### src/rtl/ccff_chain_loader.sv
// rtl/ccff_chain_loader.sv - serializes bitstream words onto a configuration chain's ccff_head.
// Optional readback CRC of ccff_tail is built when CCFF_LOADER_READBACK_EN is defined.
module ccff_chain_loader #(
    parameter int CHAIN_LEN = 58,
    parameter int WORD_W    = 8
) (
    input  logic              prog_clk,
    input  logic              pReset,
    input  logic              start,
    input  logic [WORD_W-1:0] word_in,
    input  logic              word_valid,
    output logic              word_ready,
    output logic              ccff_head,
    output logic              ccff_shift_en,
    input  logic              ccff_tail,
    output logic              busy,
    output logic              done,
    output logic [15:0]       readback_crc
);

    localparam int RW = $clog2(CHAIN_LEN + 1);
    localparam int KW = $clog2(WORD_W + 1);

    localparam logic [1:0] S_IDLE  = 2'd0;
    localparam logic [1:0] S_FETCH = 2'd1;
    localparam logic [1:0] S_SHIFT = 2'd2;
    localparam logic [1:0] S_DONE  = 2'd3;

    localparam logic [RW-1:0] R_ONE = RW'(1);
    localparam logic [KW-1:0] K_ONE = KW'(1);

    logic [1:0]        r_state;
    logic [RW-1:0]     r_remaining;
    logic [KW-1:0]     r_k;
    logic [WORD_W-1:0] r_buf;
    logic [KW-1:0]     w_k;

    // Last word of the chain may be partial: only the bits still needed are shifted.
    always_comb begin
        w_k = (32'(r_remaining) >= WORD_W) ? KW'(WORD_W) : KW'(r_remaining);
    end

    always_ff @(posedge prog_clk or negedge pReset) begin
        if (!pReset) begin
            r_state     <= S_IDLE;
            r_remaining <= '0;
            r_k         <= '0;
            r_buf       <= '0;
        end else begin
            case (r_state)
                S_IDLE: begin
                    if (start) begin
                        r_state     <= S_FETCH;
                        r_remaining <= RW'(CHAIN_LEN);
                    end
                end
                S_FETCH: begin
                    if (word_valid) begin
                        r_buf   <= word_in;
                        r_k     <= w_k;
                        r_state <= S_SHIFT;
                    end
                end
                S_SHIFT: begin
                    r_buf       <= r_buf << 1;
                    r_k         <= r_k - K_ONE;
                    r_remaining <= r_remaining - R_ONE;
                    if (r_k == K_ONE) begin
                        r_state <= (r_remaining == R_ONE) ? S_DONE : S_FETCH;
                    end
                end
                default: begin
                    r_state <= S_IDLE;
                end
            endcase
        end
    end

    // Outputs decode registered state only, so reset drops shift_en without a clock.
    assign word_ready    = (r_state == S_FETCH);
    assign ccff_shift_en = (r_state == S_SHIFT);
    assign ccff_head     = ccff_shift_en & r_buf[WORD_W-1];
    assign busy          = (r_state != S_IDLE);
    assign done          = (r_state == S_DONE);

`ifdef CCFF_LOADER_READBACK_EN
    logic [15:0] r_crc;
    logic        w_fb;

    assign w_fb = r_crc[15] ^ ccff_tail;

    always_ff @(posedge prog_clk or negedge pReset) begin
        if (!pReset) begin
            r_crc <= 16'hFFFF;
        end else if ((r_state == S_IDLE) && start) begin
            r_crc <= 16'hFFFF;
        end else if (ccff_shift_en) begin
            r_crc <= {r_crc[14:0], 1'b0} ^ (w_fb ? 16'h1021 : 16'h0000);
        end
    end

    assign readback_crc = r_crc;
`else
    logic w_unused_tail;
    assign w_unused_tail = ccff_tail;
    assign readback_crc  = 16'h0000;
`endif

endmodule

### config.mk
export PLATFORM = sky130hd
export DESIGN_NAME = ccff_chain_loader
export DESIGN_NICKNAME = d
export VERILOG_FILES = /design/src/rtl/ccff_chain_loader.sv
export SDC_FILE = /design/constraint.sdc
export NUM_CORES = 1
export LEC_CHECK = 0
export ABC_AREA = 1
export ABC_CLOCK_PERIOD_IN_PS = 3100
export CORE_MARGIN = 3
export CORE_UTILIZATION = 30
export CTS_CLUSTER_SIZE = 28
export DETAILED_ROUTE_END_ITERATION = 16
export PLACE_DENSITY = 0.55
export RECOVER_POWER = 50
export SLEW_MARGIN = 20
export SYNTH_ARGS = -nofsm -noshare
export SYNTH_HDL_FRONTEND = slang
export SYNTH_SLANG_ARGS = --single-unit
### constraint.sdc
create_clock -name prog_clk -period 3.1 [get_ports prog_clk]
set_clock_uncertainty 0.2 [all_clocks]
set_input_delay 0.465 -clock prog_clk [delete_from_list [all_inputs] [get_ports prog_clk]]
set_output_delay 0.465 -clock prog_clk [all_outputs]
set_load 0.1 [all_outputs]
==> results of run 1 <==
layout make-up:
class	instances	area [µm²]	area share, %
Timing Repair Buffer	17	155.1	11.04
Tap cell	48	60.06	4.274
Inverter	22	82.58	5.877
Multi-Input combinational cell	113	565.5	40.25
Clock buffer	3	41.29	2.939
Sequential cell	20	500.5	35.62
flip-flops by register name (all words and copies together) (netlist names):
| name | flops |
|---|---|
| r_buf | 8 |
| r_k | 4 |
| r_remaining | 6 |
| r_state | 2 |
metrics by stage:
stage	hold slack [ps]	setup WS, ps	area [µm²]	total power, W
after floorplan	-30.59	546.9	1305	0.001165
after global placement	289.8	1191	1375	0.001283
after detailed placement	291.7	1184	1375	0.001304
after CTS	311.1	880.6	1416	0.001481
after global routing	352.3	822.3	1405	0.001578
final	306.4	924.4	1405	0.001447
logic make-up after synthesis:
group / count (synthesis) / share of synthesized area (%)
flip-flops: 20 / 40.08
AO/OA/AOI/OAI: 27 / 12.73
AND/OR/NAND/NOR: 63 / 22.24
XOR/XNOR: 2 / 1.403
buffers and inverters: 42 / 18.24
other: 1 / 0.3003
adder cells (fa/ha/maj): 5 / 5.010
report_power, final:
group	total (W)	leakage [nW]	internal, W	switching, W
logic	0.000827	0.437	0.000211	0.000616
registers	0.000452	0.240	0.000370	0.0000816
clock network	0.000169	0.0216	0.0000865	0.0000828
worst paths after layout:
check                                  to  slack, ps  cells past startpoint
setup / recovery            ccff_shift_en        920                      4
hold / removal             r_remaining[5]        310                      2
setup reg to reg                   r_k[0]       1330                      6
hold reg to reg            r_remaining[5]        310                      2
max in group asynchronous        r_buf[6]       1550                      1
min in group asynchronous      r_state[0]        580                      1
cells in the final DEF (no fill, tap or decap), drive strengths merged, types with 2 or more instances in the layout:
cell type      synthesis  final
nor2                  15     15
dfrtp                 20     20
clkdlybuf4s50          0      8
nand2                 35     35
inv                   22     22
buf                   20      6
conb                   1     16
ha                     5      5
o21ai                 16     16
nand4                  2      2
nand3                 11     11
clkbuf                 0      3
dlygate4sd3            0      3
a21oi                  3      3
o211ai                 7      7
layer usage:
metal,share of wire (%),vias up,track usage [%]
met3,4.6,2,3.597
met2,49,26,17.15
met5,0,-,0
met1,45,428,12.49
li1,-,506,-
met4,1.1,0,3.617
worst register-to-register path: stages (launching register included):
cell	delay [ps]
dfrtp_1	490
inv_2	110
nand3_2	90
nand2_1	450
inv_1	170
nand2_1	90
nand2_1	50
==> flow_summary.json, run 1 <==
{
  "drc_errors": 0,
  "min_period_ps": 2176,
  "clockBufferDepth": 2,
  "cts_hold_buf": 0,
  "place_congestion": 0.8394,
  "netlist.area_leader.share_pct": 40.08,
  "relSlewSlack_pct": 38.72,
  "nNetsFinal": 195,
  "dp.final_hpwl_mm": 1.804,
  "ys_types": 22,
  "vias_per_cell": 4.314,
  "numPortBuffers": 16,
  "worstSetupPathType": "register to output port",
  "ios": 34,
  "antenna_found_initial": 0,
  "end_kind": "output port",
  "r2r_start": "r_state[1]",
  "hold_path_class": "register to register",
  "synth-seq-cells": 20,
  "die_height_um": 70.52,
  "dp_cells": 220,
  "htreeDepth": 1,
  "detail_route.wl_per_cell_um": 10.70,
  "cts_sinks": 20,
  "syn_area_mm2": 0.001249,
  "final_max_slew_viol_count": 0,
  "cp_num_buf_inv": 3,
  "fp-row-count": 22,
  "instances_no_fill": 223,
  "setup-violations-final": 0,
  "avgSynthCellArea_um2": 7.804,
  "start_kind": "register",
  "fill_cells": 413,
  "clk_latency_ps": 260,
  "yosysMostFrequentCell": "nand2_1",
  "crit_family": "buffers and inverters",
  "clkSlewWorstSetupHoldPaths_ps": 70,
  "synth.largest_area_cell": "dfrtp_1",
  "synth_cells": 160,
  "gr-total-overflow": 0,
  "grtUsageTotal_pct": 10.38,
  "core_mm2": 0.003826,
  "synthFlopType": "dfrtp_1",
  "cap_violations": 0,
  "drt_iter0_drc": 59,
  "wl_mm": 2.385,
  "arrival_ps": 1510,
  "worstPathRequired_ps": 2430,
  "path_max_fanout": 21,
  "synth_area_leaders": "dfrtp_1 40%, buf_4 11%, nand2_1 9.9%",
  "numCtsBuffers": 3,
  "vdd_drop_max_mv": 0.7886,
  "grt_pass1_wl_mm": 4.160,
  "rsz0062_at_grt": "no",
  "hold_violations": 0,
  "start_util_pct": 32.64,
  "min_from": "r_remaining[5]",
  "die_w_um": 70.52,
  "powerDensity_mw_per_mm2": 1030,
  "grt_max_degree": 22,
  "grt_pass1_vias": 922,
  "drive_gt1_share_pct": 8.000,
  "die_area_mm2": 0.004972,
  "yosys_warnings": 0,
  "timing.critical_path.from": "r_state[1]",
  "firstDrtPassIters": 4,
  "synth-edff-count": 0,
  "setup_tns_ps": 0,
  "n_antenna_cell": 0,
  "critPathMaxStageDelay_ps": 530,
  "fmax_mhz": 459.6,
  "status": "finished, final reports clean",
  "post-cts-setup-buffers": 0,
  "period_share_pct": 70.18,
  "cts_tree": "yes",
  "ys_seq_area_share_pct": 40.08,
  "postRouteAntennaNets": 0,
  "area_delta_synth_final_pct": 12.53,
  "synthArstFlopShare_pct": 100.0,
  "leakagePower_nw": 0.6991,
  "cts_resized": 0,
  "netlist_top_cells_count": "33 x nand2_1, 20 x dfrtp_1, 20 x inv_1",
  "critPathSlowestCell": "dfrtp_1",
  "path_cells": "inv_2 > nor2_2 > buf_4 > buf_4",
  "postLayoutCoreUtil_pct": 36.72,
  "num_vias": 962,
  "ctsRootBufferMaster": "clkbuf_8",
  "tightest_slew_ps": 916.1,
  "path_common_cell": "buf_4"
}
Power figures use the tool's default switching activity.
==> run 2: changes to the inputs <==
ABC_CLOCK_PERIOD_IN_PS = 2000   (was 3100)
PLACE_DENSITY = 0.57   (was 0.55)
clock period = 2 ns   (was 3.1 ns; I/O delays follow)
==> run 2 against run 1 <==
  * Die area stayed put
  * Via count is 1.4% higher
  * First-iteration DRC count is 41% lower
  * Combinational power is 74% higher
  * Critical endpoint unchanged
  * Largest power group unchanged
==> flow_summary.json, run 2 (synthesis gave the netlist of run 1 again) <==
{
  "ctsRootBufferMaster": "clkbuf_8",
  "critPathMaxStageDelay_ps": 540,
  "leakagePower_nw": 0.7240,
  "worst_r2r_path_depth": 4,
  "dp_cells": 222,
  "fmax_mhz": 543.4,
  "largest_reg_flops": 8,
  "grt_pass1_vias": 884,
  "worstSetupPathType": "register to output port",
  "numPortBuffers": 16,
  "area_delta_synth_final_pct": 19.44,
  "n_antenna_cell": 0,
  "cp_num_buf_inv": 3,
  "final_cell_mix": "33 x nand2_1, 20 x inv_1, 20 x dfrtp_1",
  "nNetsFinal": 197,
  "postPlaceCellArea_mm2": 0.001458,
  "ff2ff_setup_slack_ps": 270,
  "clkSlewWorstSetupHoldPaths_ps": 70,
  "top_register": "r_buf",
  "firstDrtPassIters": 4,
  "hold_violations": 0,
  "arrival_ps": 1340,
  "final_max_slew_viol_count": 0,
  "setup_tns_ps": 0,
  "postRouteAntennaNets": 0,
  "grt_pass1_wl_mm": 4.008,
  "clockBufferDepth": 2,
  "powerDensity_mw_per_mm2": 1610,
  "critPathSlowestCell": "dfrtp_1",
  "grt_max_degree": 21,
  "detail_route.wl_per_cell_um": 10.23,
  "end_kind": "output port",
  "die_height_um": 70.52,
  "clk_latency_ps": 260,
  "grtUsageTotal_pct": 10.03,
  "cts_sinks": 20,
  "hold_path_class": "register to register",
  "cts_hold_buf": 0,
  "gr-total-overflow": 0,
  "worstPathRequired_ps": 1500,
  "die_area_mm2": 0.004972,
  "instances_no_fill": 225,
  "fin_area_mm2": 0.001491,
  "fill_cells": 410,
  "drc_errors": 0,
  "crit_end": "ccff_shift_en",
  "post-cts-setup-buffers": 0,
  "setup-violations-final": 0,
  "drive_gt1_share_pct": 10.17,
  "final_common_cell": "nand2_1",
  "cap_violations": 0,
  "core_mm2": 0.003826,
  "cts_tree": "yes",
  "cp.depth": 4,
  "min_period_ps": 1840,
  "fp-row-count": 22,
  "rsz0062_at_grt": "no",
  "htreeDepth": 1,
  "dp.final_hpwl_mm": 1.720,
  "die_w_um": 70.52,
  "cts_resized": 0,
  "path_max_fanout": 8,
  "r2r_start": "r_state[1]",
  "timing.critical_path.from": "r_state[1]",
  "drt_iter0_drc": 35,
  "tightest_slew_ps": 1099,
  "wl_mm": 2.302,
  "status": "finished, final reports clean",
  "start_kind": "register",
  "vdd_drop_max_mv": 1.011,
  "period_share_pct": 92.01,
  "reg2reg_to": "r_remaining[5]",
  "num_vias": 975,
  "vias_per_cell": 4.333,
  "antenna_found_initial": 0,
  "start_util_pct": 32.64,
  "relSlewSlack_pct": 26.74,
  "crit_family": "flip-flops",
  "place_congestion": 0.7423,
  "reg_top3": "r_buf (8), r_remaining (6), r_k (4)",
  "ios": 34,
  "numCtsBuffers": 3,
  "path_cells": "inv_2 > nor2_2 > buf_4 > buf_12"
}
-- run 2: changes by cell type in the layout (fill, tap and decap cells not counted) --
cell	before	now
clkdlybuf4s50_1	8	10
o21ai_1	7	9
o21ai_0	9	7
clkbuf_1	0	1
nor2_1	14	12
nor2_2	1	3
buf_12	0	5
buf_4	6	2
nand2_4	1	2
nand2_1	34	33
dlygate4sd3_1	3	1
-- run 2: routing by layer --
| metal | track usage (%) | wire length, µm | share of wire, % | up-vias |
|---|---|---|---|---|
| li1 | - | - | - | 513 |
| met1 | 14.21 | 1175 | 51 | 435 |
| met2 | 13.72 | 978 | 42 | 23 |
| met3 | 2.014 | 94 | 4.1 | 4 |
| met4 | 6.383 | 53 | 2.3 | 0 |
| met5 | 0 | 0 | 0 | - |
-- run 2: where the power goes --
part	total, W	leakage [nW]	switching (W)	internal (W)
Sequential	0.000695	0.240	0.000122	0.000573
Clock	0.000265	0.0216	0.000131	0.000134
Combinational	0.00144	0.462	0.000986	0.000454
Total	0.00240	0.724	0.00124	0.00116
-- run 2: worst min path at each step --
stage	from	endpoint	slack (ps)	cells after the start
final	r_remaining[4]	r_remaining[4]	310	2
after global routing	r_remaining[4]	r_remaining[4]	340	2
after CTS	pReset	r_state[0]	190	2
after detailed placement	r_remaining[4]	r_remaining[4]	290	2
after global placement	r_remaining[5]	r_remaining[5]	290	2
after floorplan	pReset	r_buf[0]	-200	0
-- run 2: cell type report --
type | count | area, µm² | share of cell area (%)
Sequential cell | 20 | 500.5 | 33.56
Clock buffer | 3 | 41.29 | 2.768
Timing Repair Buffer | 19 | 229.0 | 15.35
Inverter | 22 | 82.58 | 5.537
Tap cell | 48 | 60.06 | 4.027
Multi-Input combinational cell | 113 | 578.1 | 38.76
-- run 2: tightest hold or removal path: stages (launching register included) --
cell	delay [ps]
dfrtp_1	370
nand2_1	60
nand3_1	50
-- run 2: through the flow --
| stage | setup WS (ps) | total power, W | util, % | hold slack, ps |
|---|---|---|---|---|
| 6_report | 159.7 | 0.002400 | 38.98 | 306.5 |
| 5_1_grt | 59.70 | 0.002603 | 38.98 | 339.3 |
| 4_1_cts | 116.4 | 0.002439 | 39.18 | 186.8 |
| 3_5_place_dp | 269.9 | 0.002162 | 38.10 | 290.1 |
| 3_3_place_gp | 270.1 | 0.002156 | 38.10 | 291.7 |
| 2_1_floorplan | 68.57 | 0.001816 | - | -195.6 |
==> run 3: changes to the inputs <==
CELL_PAD_IN_SITES_DETAIL_PLACEMENT = 0   (was unset)
CELL_PAD_IN_SITES_GLOBAL_PLACEMENT = 1   (was unset)
CORE_UTILIZATION = 31   (was 30)
PLACE_DENSITY = 0.76   (was 0.57)
==> run 3 against run 2 <==
  * Maximum frequency is 1.1% higher
  * Sequential power increased by 1%
  * Critical path type unchanged
  * Largest power group unchanged
  * Utilization rose by 1.4 points
  * Die area down 3.0%
  * Global-route usage is 0.72 points higher
==> flow_summary.json, run 3 (synthesis gave the netlist of run 1 again) <==
{
  "hold_violations": 0,
  "leakagePower_nw": 0.7381,
  "grtUsageTotal_pct": 10.76,
  "vias_per_cell": 4.385,
  "postPlaceCellArea_mm2": 0.001458,
  "grt_max_degree": 21,
  "final_cell_mix": "33 x nand2_1, 20 x inv_1, 20 x dfrtp_1",
  "clockBufferDepth": 2,
  "die_w_um": 69.47,
  "nNetsFinal": 197,
  "n_antenna_cell": 0,
  "period_share_pct": 91.02,
  "drive_gt1_share_pct": 10.67,
  "largest_reg_flops": 8,
  "postRouteAntennaNets": 0,
  "min_period_ps": 1820,
  "powerDensity_mw_per_mm2": 1678,
  "fin_area_mm2": 0.001521,
  "ctsRootBufferMaster": "clkbuf_8",
  "hold_ws_ps": 306.9,
  "area_delta_synth_final_pct": 21.84,
  "cts_resized": 0,
  "cts_tree": "yes",
  "wl_mm": 2.413,
  "grt_pass1_vias": 978,
  "firstDrtPassIters": 4,
  "start_kind": "register",
  "numCtsBuffers": 3,
  "clk_latency_ps": 260,
  "post-cts-setup-buffers": 0,
  "cap_violations": 0,
  "arrival_ps": 1320,
  "reg_top3": "r_buf (8), r_remaining (6), r_k (4)",
  "drc_errors": 0,
  "core_mm2": 0.003771,
  "setup-violations-final": 0,
  "cts_sinks": 20,
  "path_max_fanout": 10,
  "grt_pass1_wl_mm": 4.278,
  "fp-row-count": 22,
  "numPortBuffers": 16,
  "vdd_drop_max_mv": 1.356,
  "final_max_slew_viol_count": 0,
  "final_common_cell": "nand2_1",
  "cts_hold_buf": 0,
  "dp.final_hpwl_mm": 1.881,
  "status": "finished, final reports clean",
  "drt_iter0_drc": 54,
  "top_register": "r_buf",
  "place_congestion": 0.8327,
  "relSlewSlack_pct": 29.44,
  "hold_path_class": "register to register",
  "end_kind": "output port",
  "tightest_slew_ps": 1058,
  "rsz0062_at_grt": "no",
  "num_vias": 991,
  "fmax_mhz": 549.4,
  "gr-total-overflow": 0,
  "start_util_pct": 33.11,
  "detail_route.wl_per_cell_um": 10.68,
  "ios": 34,
  "power.total_w": 0.002553,
  "die_height_um": 69.47,
  "worstPathRequired_ps": 1500,
  "clkSlewWorstSetupHoldPaths_ps": 70,
  "die_area_mm2": 0.004825,
  "antenna_found_initial": 0,
  "setup_tns_ps": 0,
  "worstSetupPathType": "register to output port",
  "htreeDepth": 1
}
-- run 3: cell types whose count changed in the layout (fill, tap and decap cells not counted) --
cell       delta
bufinv_16     +1
-- run 3: cell type report --
type / instances / area, µm²
timing repair buffer: 19 / 229.0
multi-input combinational: 113 / 578.1
fill: 376 / 2250
clock inverter: 1 / 30.03
inverter: 22 / 82.58
tap: 48 / 60.06
sequential: 20 / 500.5
clock buffer: 3 / 41.29
-- run 3: per-stage QoR --
step           worst slack, ps  cells  utilization [%]
2_1_floorplan            68.57    175                -
3_3_place_gp             294.7    222            38.65
3_5_place_dp             293.4    222            38.65
4_1_cts                  144.6    226            40.54
5_1_grt                  81.54    226            40.35
6_report                 179.7    226            40.35
-- run 3: worst paths after layout --
kind | from | end | slack (ps) | depth (start not counted)
max | r_state[0] | ccff_head | 180 | 4
min | r_remaining[5] | r_remaining[5] | 310 | 2
max in group asynchronous | pReset | r_remaining[5] | 420 | 2
max reg2reg | r_state[1] | r_remaining[5] | 350 | 4
min reg2reg | r_remaining[5] | r_remaining[5] | 310 | 2
min in group asynchronous | pReset | r_state[1] | 540 | 2
-- run 3: critical path, cell delays in order, from the launching register on --
cell	delay, ps
dfrtp_1	450
inv_2	140
nand2_4	120
nor2_2	160
buf_12	190
-- run 3: power breakdown --
group	switching [W]	total (W)	leakage, nW	internal [W]
registers	0.000129	0.000702	0.240	0.000573
clock network	0.000133	0.000401	0.0357	0.000267
logic	0.000998	0.00145	0.462	0.000453
total	0.00126	0.00255	0.738	0.00129
-- run 3: per-layer routing --
| layer | wire, µm | up-vias | global-route usage (%) |
|---|---|---|---|
| met5 | 0 | - | 0 |
| met1 | 1064 | 456 | 12.91 |
| met4 | 38 | 0 | 3.905 |
| met3 | 108 | 2 | 3.188 |
| li1 | - | 512 | - |
| met2 | 1202 | 21 | 18.11 |
